### src/rtl/fp_addsub_pkg.sv
// Shared constants, state encoding and field helpers for the FP add/sub sequencer.
// No logic of its own; imported by fp_lzc and fp_addsub_sequencer.
// Geometry is IEEE-754 single precision (1 sign, 8 exponent, 23 stored mantissa bits).
package fp_addsub_pkg;

   localparam int DW       = 32;
   localparam int MW       = 23;
   localparam int EW       = 8;
   localparam int HIDDEN_W = MW + 1;

   localparam logic [EW-1:0] EXP_MAX = 8'hFF;
   localparam int            BIAS    = 127;
   localparam logic [DW-1:0] QNAN    = 32'h7FC00000;

   localparam logic [2:0] ST_IDLE  = 3'd0;
   localparam logic [2:0] ST_CMP   = 3'd1;
   localparam logic [2:0] ST_ALIGN = 3'd2;
   localparam logic [2:0] ST_ADD   = 3'd3;
   localparam logic [2:0] ST_NORM  = 3'd4;
   localparam logic [2:0] ST_DONE  = 3'd5;

   typedef enum logic [2:0] {
      S_IDLE  = ST_IDLE,
      S_CMP   = ST_CMP,
      S_ALIGN = ST_ALIGN,
      S_ADD   = ST_ADD,
      S_NORM  = ST_NORM,
      S_DONE  = ST_DONE
   } state_t;

   function automatic logic f_sign(input logic [DW-1:0] f);
      return f[DW-1];
   endfunction

   function automatic logic [EW-1:0] f_exp(input logic [DW-1:0] f);
      return f[DW-2:MW];
   endfunction

   function automatic logic [MW-1:0] f_mant(input logic [DW-1:0] f);
      return f[MW-1:0];
   endfunction

endpackage

### src/rtl/fp_lzc.sv
// Leading-zero counter for the 24-bit normalized mantissa sum (priority encoder).
// Latency: purely combinational, zero cycles.
// Backpressure: none; output follows input.
// Ports: din  - 24-bit value to scan from the MSB
//        cnt  - number of leading zeros, 24 when din is all zeros
module fp_lzc
   import fp_addsub_pkg::*;
(
   input  logic [HIDDEN_W-1:0] din,
   output logic [4:0]          cnt
);

   logic found;

   always_comb begin
      cnt   = 5'(HIDDEN_W);
      found = 1'b0;
      for (int i = HIDDEN_W - 1; i >= 0; i--) begin
         if (!found && din[i]) begin
            cnt   = 5'(HIDDEN_W - 1 - i);
            found = 1'b1;
         end
      end
   end

endmodule

### src/rtl/fp_addsub_sequencer.sv
// Multi-cycle single-precision FP add/subtract between issue logic and writeback.
// Latency: result_valid_out rises 4 edges after the accepting edge; at most one op per 6 cycles.
// Backpressure: in_ready_out low while busy; result and flags held in DONE until result_ready_in.
// Ports: clk_in/rst_in (async active-high) clock and reset; abort_in flushes the op in flight;
//        in_valid_in/in_ready_out with floating1_in, floating2_in, opcode_in (0 add, 1 sub) for input;
//        result_valid_out/result_ready_in with result_out, overflow_out, invalid_out for output;
//        busy_out high whenever an operation is in progress.
module fp_addsub_sequencer
   import fp_addsub_pkg::*;
#(
   parameter int DATA_WIDTH = 32,
   parameter int MENT_WIDTH = 23,
   parameter int EXPO_WIDTH = 8
) (
   input  logic                  clk_in,
   input  logic                  rst_in,
   input  logic                  abort_in,
   input  logic                  in_valid_in,
   output logic                  in_ready_out,
   input  logic [DATA_WIDTH-1:0] floating1_in,
   input  logic [DATA_WIDTH-1:0] floating2_in,
   input  logic                  opcode_in,
   output logic                  result_valid_out,
   input  logic                  result_ready_in,
   output logic [DATA_WIDTH-1:0] result_out,
   output logic                  overflow_out,
   output logic                  invalid_out,
   output logic                  busy_out
);

   localparam int HW = MENT_WIDTH + 1;
   localparam int NE = EXPO_WIDTH + 2;   // signed exponent width, headroom for +1 and -lzc

   state_t state_q, state_d;

   // operand latch
   logic [DATA_WIDTH-1:0] a_q, b_q;
   logic                  op_q;

   // compare stage
   logic                  eff_sub_q, sign_q;
   logic [EXPO_WIDTH-1:0] exp_l_q, exp_diff_q;
   logic [HW-1:0]         man_l_q, man_s_q;
   logic                  spec_vld_q, spec_inv_q;
   logic [DATA_WIDTH-1:0] spec_res_q;

   // align / add stages
   logic [HW-1:0]         man_s_al_q;
   logic [HW:0]           sum_q;

   // output registers
   logic [DATA_WIDTH-1:0] res_q;
   logic                  ovf_q, inv_q;

   // ---------------------------------------------------------------- FSM
   always_ff @(posedge clk_in or posedge rst_in) begin
      if (rst_in) state_q <= S_IDLE;
      else        state_q <= state_d;
   end

   always_comb begin
      state_d          = state_q;
      in_ready_out     = 1'b0;
      busy_out         = 1'b1;
      result_valid_out = 1'b0;
      unique case (state_q)
         S_IDLE: begin
            in_ready_out = 1'b1;
            busy_out     = 1'b0;
            if (in_valid_in) state_d = S_CMP;
         end
         S_CMP:   state_d = S_ALIGN;
         S_ALIGN: state_d = S_ADD;
         S_ADD:   state_d = S_NORM;
         S_NORM:  state_d = S_DONE;
         S_DONE: begin
            result_valid_out = 1'b1;
            if (result_ready_in) state_d = S_IDLE;
         end
         default: state_d = S_IDLE;
      endcase
      // abort wins over everything except the idle state, where it is meaningless
      if (abort_in && state_q != S_IDLE) state_d = S_IDLE;
   end

   // ---------------------------------------------------------------- compare / classify
   logic                  sa, sb, a_ge_b, cmp_eff_sub, cmp_sign;
   logic [EXPO_WIDTH-1:0] ea, eb, cmp_exp_l, cmp_exp_s;
   logic [MENT_WIDTH-1:0] ma, mb;
   logic                  a_nan, b_nan, a_inf, b_inf, a_zero, b_zero;
   logic                  cmp_spec_vld, cmp_spec_inv;
   logic [DATA_WIDTH-1:0] cmp_spec_res;

   always_comb begin
      sa = f_sign(a_q);
      sb = f_sign(b_q);
      ea = f_exp(a_q);
      eb = f_exp(b_q);
      ma = f_mant(a_q);
      mb = f_mant(b_q);

      // {exp,mant} compares as an unsigned magnitude; ties pick A as the larger
      a_ge_b      = (a_q[DATA_WIDTH-2:0] >= b_q[DATA_WIDTH-2:0]);
      cmp_eff_sub = sa ^ sb ^ op_q;
      cmp_exp_l   = a_ge_b ? ea : eb;
      cmp_exp_s   = a_ge_b ? eb : ea;
      // B contributes with its sign flipped under subtraction
      cmp_sign    = a_ge_b ? sa : (sb ^ op_q);

      a_nan  = (ea == EXP_MAX) && (ma != '0);
      b_nan  = (eb == EXP_MAX) && (mb != '0);
      a_inf  = (ea == EXP_MAX) && (ma == '0);
      b_inf  = (eb == EXP_MAX) && (mb == '0);
      a_zero = (ea == '0);   // denormals are flushed to zero
      b_zero = (eb == '0);

      cmp_spec_vld = 1'b1;
      cmp_spec_inv = 1'b0;
      cmp_spec_res = '0;
      if (a_nan || b_nan) begin
         cmp_spec_res = QNAN;
         cmp_spec_inv = 1'b1;
      end else if (a_inf && b_inf) begin
         if (cmp_eff_sub) begin
            cmp_spec_res = QNAN;
            cmp_spec_inv = 1'b1;
         end else begin
            cmp_spec_res = {sa, EXP_MAX, {MENT_WIDTH{1'b0}}};
         end
      end else if (a_inf) begin
         cmp_spec_res = {sa, EXP_MAX, {MENT_WIDTH{1'b0}}};
      end else if (b_inf) begin
         cmp_spec_res = {sb ^ op_q, EXP_MAX, {MENT_WIDTH{1'b0}}};
      end else if (a_zero && b_zero) begin
         cmp_spec_res = '0;
      end else if (a_zero) begin
         cmp_spec_res = {sb ^ op_q, b_q[DATA_WIDTH-2:0]};
      end else if (b_zero) begin
         cmp_spec_res = a_q;
      end else begin
         cmp_spec_vld = 1'b0;
      end
   end

   // ---------------------------------------------------------------- normalize / pack
   logic [4:0]            lzc;
   logic signed [NE-1:0]  norm_exp;
   logic [MENT_WIDTH-1:0] norm_frac;
   logic [DATA_WIDTH-1:0] norm_res;
   logic                  norm_ovf, norm_inv;

   fp_lzc u_lzc (
      .din (sum_q[HW-1:0]),
      .cnt (lzc)
   );

   always_comb begin
      norm_exp  = '0;
      norm_frac = '0;
      norm_res  = '0;
      norm_ovf  = 1'b0;
      norm_inv  = 1'b0;

      if (sum_q[HW]) begin
         norm_exp  = $signed({2'b00, exp_l_q}) + NE'(1);
         norm_frac = sum_q[HW-1:1];
      end else begin
         norm_exp  = $signed({2'b00, exp_l_q}) - $signed({{(NE-5){1'b0}}, lzc});
         norm_frac = MENT_WIDTH'(sum_q[HW-1:0] << lzc);
      end

      if (spec_vld_q) begin
         norm_res = spec_res_q;
         norm_inv = spec_inv_q;
      end else if (sum_q == '0) begin
         norm_res = '0;   // exact cancellation is always +0
      end else if (norm_exp >= $signed({2'b00, EXP_MAX})) begin
         norm_res = {sign_q, EXP_MAX, {MENT_WIDTH{1'b0}}};
         norm_ovf = 1'b1;
      end else if (norm_exp <= NE'(0)) begin
         norm_res = {sign_q, {(DATA_WIDTH-1){1'b0}}};
      end else begin
         norm_res = {sign_q, norm_exp[EXPO_WIDTH-1:0], norm_frac};
      end
   end

   // ---------------------------------------------------------------- stage registers
   always_ff @(posedge clk_in or posedge rst_in) begin
      if (rst_in) begin
         a_q        <= '0;
         b_q        <= '0;
         op_q       <= 1'b0;
         eff_sub_q  <= 1'b0;
         sign_q     <= 1'b0;
         exp_l_q    <= '0;
         exp_diff_q <= '0;
         man_l_q    <= '0;
         man_s_q    <= '0;
         spec_vld_q <= 1'b0;
         spec_inv_q <= 1'b0;
         spec_res_q <= '0;
         man_s_al_q <= '0;
         sum_q      <= '0;
         res_q      <= '0;
         ovf_q      <= 1'b0;
         inv_q      <= 1'b0;
      end else begin
         unique case (state_q)
            S_IDLE: begin
               if (in_valid_in) begin
                  a_q  <= floating1_in;
                  b_q  <= floating2_in;
                  op_q <= opcode_in;
               end
            end
            S_CMP: begin
               eff_sub_q  <= cmp_eff_sub;
               sign_q     <= cmp_sign;
               exp_l_q    <= cmp_exp_l;
               exp_diff_q <= cmp_exp_l - cmp_exp_s;
               man_l_q    <= {1'b1, a_ge_b ? ma : mb};
               man_s_q    <= {1'b1, a_ge_b ? mb : ma};
               spec_vld_q <= cmp_spec_vld;
               spec_inv_q <= cmp_spec_inv;
               spec_res_q <= cmp_spec_res;
            end
            S_ALIGN: begin
               // truncating align; anything shifted 25+ places is gone entirely
               if (exp_diff_q >= EXPO_WIDTH'(HW + 1)) man_s_al_q <= '0;
               else                                   man_s_al_q <= man_s_q >> exp_diff_q;
            end
            S_ADD: begin
               // L >= S in magnitude, so the difference never goes negative
               if (eff_sub_q) sum_q <= {1'b0, man_l_q} - {1'b0, man_s_al_q};
               else           sum_q <= {1'b0, man_l_q} + {1'b0, man_s_al_q};
            end
            S_NORM: begin
               res_q <= norm_res;
               ovf_q <= norm_ovf;
               inv_q <= norm_inv;
            end
            default: ;
         endcase
         if (abort_in && state_q != S_IDLE) begin
            res_q <= '0;
            ovf_q <= 1'b0;
            inv_q <= 1'b0;
         end
      end
   end

   assign result_out   = res_q;
   assign overflow_out = ovf_q;
   assign invalid_out  = inv_q;

endmodule

### config.mk
export PLATFORM = sky130hd
export DESIGN_NAME = fp_addsub_sequencer
export DESIGN_NICKNAME = d
export VERILOG_FILES = /design/src/rtl/fp_addsub_pkg.sv /design/src/rtl/fp_lzc.sv /design/src/rtl/fp_addsub_sequencer.sv
export SDC_FILE = /design/constraint.sdc
export NUM_CORES = 1
export LEC_CHECK = 0
export CAP_MARGIN = 0
export CORE_MARGIN = 2
export CORE_UTILIZATION = 39
export DETAILED_ROUTE_END_ITERATION = 10
export GPL_TIMING_DRIVEN = 0
export HOLD_SLACK_MARGIN = 0.12
export PLACE_DENSITY_LB_ADDON = 0.2
export SETUP_SLACK_MARGIN = 0.3
export SYNTH_ARGS = -nofsm -noshare
export SYNTH_HDL_FRONTEND = slang
export SYNTH_HIERARCHICAL = 1
export SYNTH_SLANG_ARGS = --single-unit
### constraint.sdc
create_clock -name clk_in -period 10.3 [get_ports clk_in]
set_input_delay 1.545 -clock clk_in [delete_from_list [all_inputs] [get_ports clk_in]]
set_output_delay 1.545 -clock clk_in [all_outputs]
set_load 0.02 [all_outputs]
==> summary.md <==
| Metric | Value |
|---|---|
| Non-filler instance count after layout | 2499 |
| Detailed-route DRC error count | 0 |
| Fillers | 3877 |
| Cell total after placement | 2452 |
| Final Cycle Share | 0.505 |
| Number of buffers added for setup after CTS | 0 |
| Detailed-routing iteration count for the pre-antenna-repair pass | 7 |
| # H-tree levels | 1 |
| Cell types occupying the most area after synthesis | sky130_fd_sc_hd__dfrtp_1 39%, sky130_fd_sc_hd__o21ai_0 7.5%, sky130_fd_sc_hd__nand2_1 6.0% |
| Delay of the slowest cell on the worst path | 540 ps |
| Cell family with most CP delay | compound AO/OA/AOI/OAI gates |
| Number of max-cap violations | 0 |
| Number of CTS-inserted buffers | 27 |
| Portion of netlist area occupied by mux cells | 0.0909 |
| Number of vias in the routed layout | 14600 |
| Maximum number of pins on one net before global-route repair | 120 |
| Buffers on Ports | 106 |
| Series of cell instances along the critical path | nor4_4 > nand3_2 > nor2_4 > a32o_1 > clkinv_1 > clkbuf_1 > ha_1 > nor2b_1 > o21ai_0 > nand2b_1 > a21o_1 > a211o_1 > o31ai_2 > xor2_1 > a41o_1 > nand2b_1 > buf_2 > o21ai_0 |
| Final Max Slew Viols | 0 |
| Endpoints failing hold | 0 |
| Overall overflow remaining after global route | 0 |
| Most common library cell in the layout ignoring fill and taps | sky130_fd_sc_hd__nand2_1 |
| Number of flops mapped to enable cells by yosys | 0 |
| CP bufs+invs | 3 |
| Crit path time final | 5200 ps |
| Die area | 42300 um^2 |
| Vertical die dimension | 206 um |
| Most frequent cells in the layout | 254 x sky130_fd_sc_hd__nand2_1, 250 x sky130_fd_sc_hd__dfrtp_1, 239 x sky130_fd_sc_hd__o21ai_0, 141 x sky130_fd_sc_hd__nor2_1, 113 x sky130_fd_sc_hd__a21oi_1 |
| Critical path capture point type | flop |
| Average wire per cell in the routed design | 22.2 um |
| Max FO, Critical Path | 10 |
| RD Place Congestion | 0.959 |
| Area share of and/or/nand/nor cells after synthesis | 0.169 |
| Initial antenna violation count | 0 |
| Insertion delay of the later-clocked pin in the worst-skew pair | 570 ps |
| Number of global-route vias before repair | 14000 |
| Fraction of the mapped netlist area in adder cells | 0.0522 |
| Initial detailed-routing violation count | 1462 |
| Drt total wl | 55500 um |
| Die Width | 206 um |
| Critical Path Source Type | flop |
| Total of cells resized after clock tree synthesis | 0 |
| Setup repair after global routing missed its margin | no |
| Total Nets Final | 2091 |
| Clock transition at the registers of the reported paths | 60 ps |
| Maximum clock path buffer count | 3 |
| Fraction of registers with async set or reset after synthesis | 1.00 |
| Cell taking the most area after synthesis | sky130_fd_sc_hd__dfrtp_1 |
| Transition time of the tightest slew-check pin | 1120 ps |
| Average cell area after synthesis | 8.73 um^2 |
| Combinational family with the most area after synthesis | compound AO/OA/AOI/OAI gates |
| Maximum clock rate | 192 MHz |
| Warnings, synthesis | 6 |
| TritonCTS clock tree | yes |
| Result of the run | finished, final reports clean |
| Count of state elements after synthesis | 250 |
| Sequential cell area | 6260 um^2 |
| Final antenna-violating net count | 0 |
| Worst slew slack as a fraction of its limit | 0.236 |
| Hold_buf cts | 0 |
| Worst Skew | 23.0 ps |
| Cell Area, Synth | 15900 um^2 |
| Hold Slack | 487 ps |
| Share of final-layout standard cells stronger than drive strength 1 | 0.0719 |
| Data arrival at the endpoint of the critical path | 5620 ps |
| Sequential-to-total area share from yosys stat | 0.394 |
| Fraction of the mapped netlist area in compound gates | 0.220 |
| Nets in the synthesized netlist | 1954 |
| GRT Overall Usage | 0.264 |
| Critical path data required time | 10710 ps |
| Summed negative setup slack over all endpoints | 0 ps |
| Count of different cell masters after synthesis | 84 |
| Number of I/O pins | 107 |
| Prevailing post-synth register cell | sky130_fd_sc_hd__dfrtp_1 |
| Row count | 73 |
| Number of instances in the synthesized netlist | 1819 |
| Xor-xnor portion of the synthesized cell area | 0.0315 |
| Clk sink count | 250 |
| Critical path type | reg -> reg |
| Worst path slowest cell | sky130_fd_sc_hd__dfrtp_1 |
| Starting utilization of the core area | 0.398 |
| Type of the most critical hold path | reg -> reg |
| Endpoints failing setup | 0 |
| Number of inserted diodes | 0 |
| Standard cell core area | 39900 um^2 |
| Clk Tree Root Cell | sky130_fd_sc_hd__clkbuf_16 |
| Global-route wire length before repair | 85200 um |
| Area added between synthesis and finish | 16.7% |
| HPWL after detailed placement | 44000 um |
| Post-route cell area | 18500 um^2 |
| Vias per Instance | 5.86 |
| Area of combinational cells with multiple inputs | 8950 um^2 |
| Cell area after placement | 17700 um^2 |
| Top cell type's share of synthesized area | 0.394 |
## path summary, 6_finish.rpt
check,depth (start not counted),slack [ps],to,start
setup / recovery,18,5100,result_out[11]$_DFFE_PP0P_,sum_q[19]$_DFFE_PP0N_
hold / removal,2,490,sign_q$_DFFE_PP0N_,sign_q$_DFFE_PP0N_
setup reg to reg,18,5100,result_out[11]$_DFFE_PP0P_,sum_q[19]$_DFFE_PP0N_
hold reg to reg,2,490,sign_q$_DFFE_PP0N_,sign_q$_DFFE_PP0N_
max in group asynchronous,3,8010,sum_q[14]$_DFFE_PP0N_,rst_in
min in group asynchronous,2,1370,b_q[25]$_DFFE_PP0P_,rst_in
## state kept, by name, indices dropped and copies added, names as in the netlist
register and flops:
man_s_al_q 24, op_q 1, state_q 3, spec_res_q 32
b_q 32, overflow_out 1, sign_q 1, eff_sub_q 1
spec_inv_q 1, exp_diff_q 8, man_l_q 24, sum_q 25
exp_l_q 8, spec_vld_q 1, invalid_out 1, a_q 32
man_s_q 23, result_out 32
## cells by family (layout without fill, tap and decap cells)
family,after synthesis,after routing
adders and majority gates,65,65
DFF,250,250
and+or+nand+nor,586,586
muxes,117,117
AOI/OAI and AO/OA,568,568
buffers and inverters,176,331
xor gates and xnor gates,57,57
## through the flow
step	setup slack [ps]	utilization
after floorplan	1880	-
after global placement	-1230	0.441
after detailed placement	5130	0.442
after CTS	5100	0.464
after global routing	4790	0.464
final	5100	0.464
## final cells by class
| type | count | area share |
|---|---|---|
| multi-input cells | 1393 | 0.483 |
| flip-flops and latches | 250 | 0.338 |
| repair buffers | 108 | 0.0602 |
| clock buffers | 40 | 0.0429 |
| well taps | 525 | 0.0355 |
| plain buffers | 110 | 0.0228 |
| inverters | 66 | 0.0138 |
| clock inverters | 7 | 0.00412 |
## cells in the mapped netlist (all sizes together), types with 14 or more instances
cell type    n
xor2        14
nand4       19
a22oi       64
nor2b       19
buf         15
a21oi      113
inv         63
nand2      256
ha          63
nor4        25
nand3       25
nor2       142
dfrtp      250
a211oi      19
mux2i       53
xnor2       43
mux4        17
mux2        47
nor3        43
clkbuf      95
o21ai      248
## per-layer routing
metal / vias up / share of wire / global-route usage
li1: 6872 / - / -
met1: 7078 / 0.45 / 0.371
met2: 563 / 0.44 / 0.410
met3: 135 / 0.063 / 0.0342
met4: 0 / 0.046 / 0.111
met5: - / 0 / 0
## tightest hold or removal path: cells and delay by family (launching register included)
kind / cells / cell delay [ps]
and+or+nand+nor: 1 / 50
DFF: 1 / 340
AOI/OAI and AO/OA: 1 / 60
Power is not shown: default switching activity piles up to over one toggle a cycle in this logic, so the estimate is an artifact.
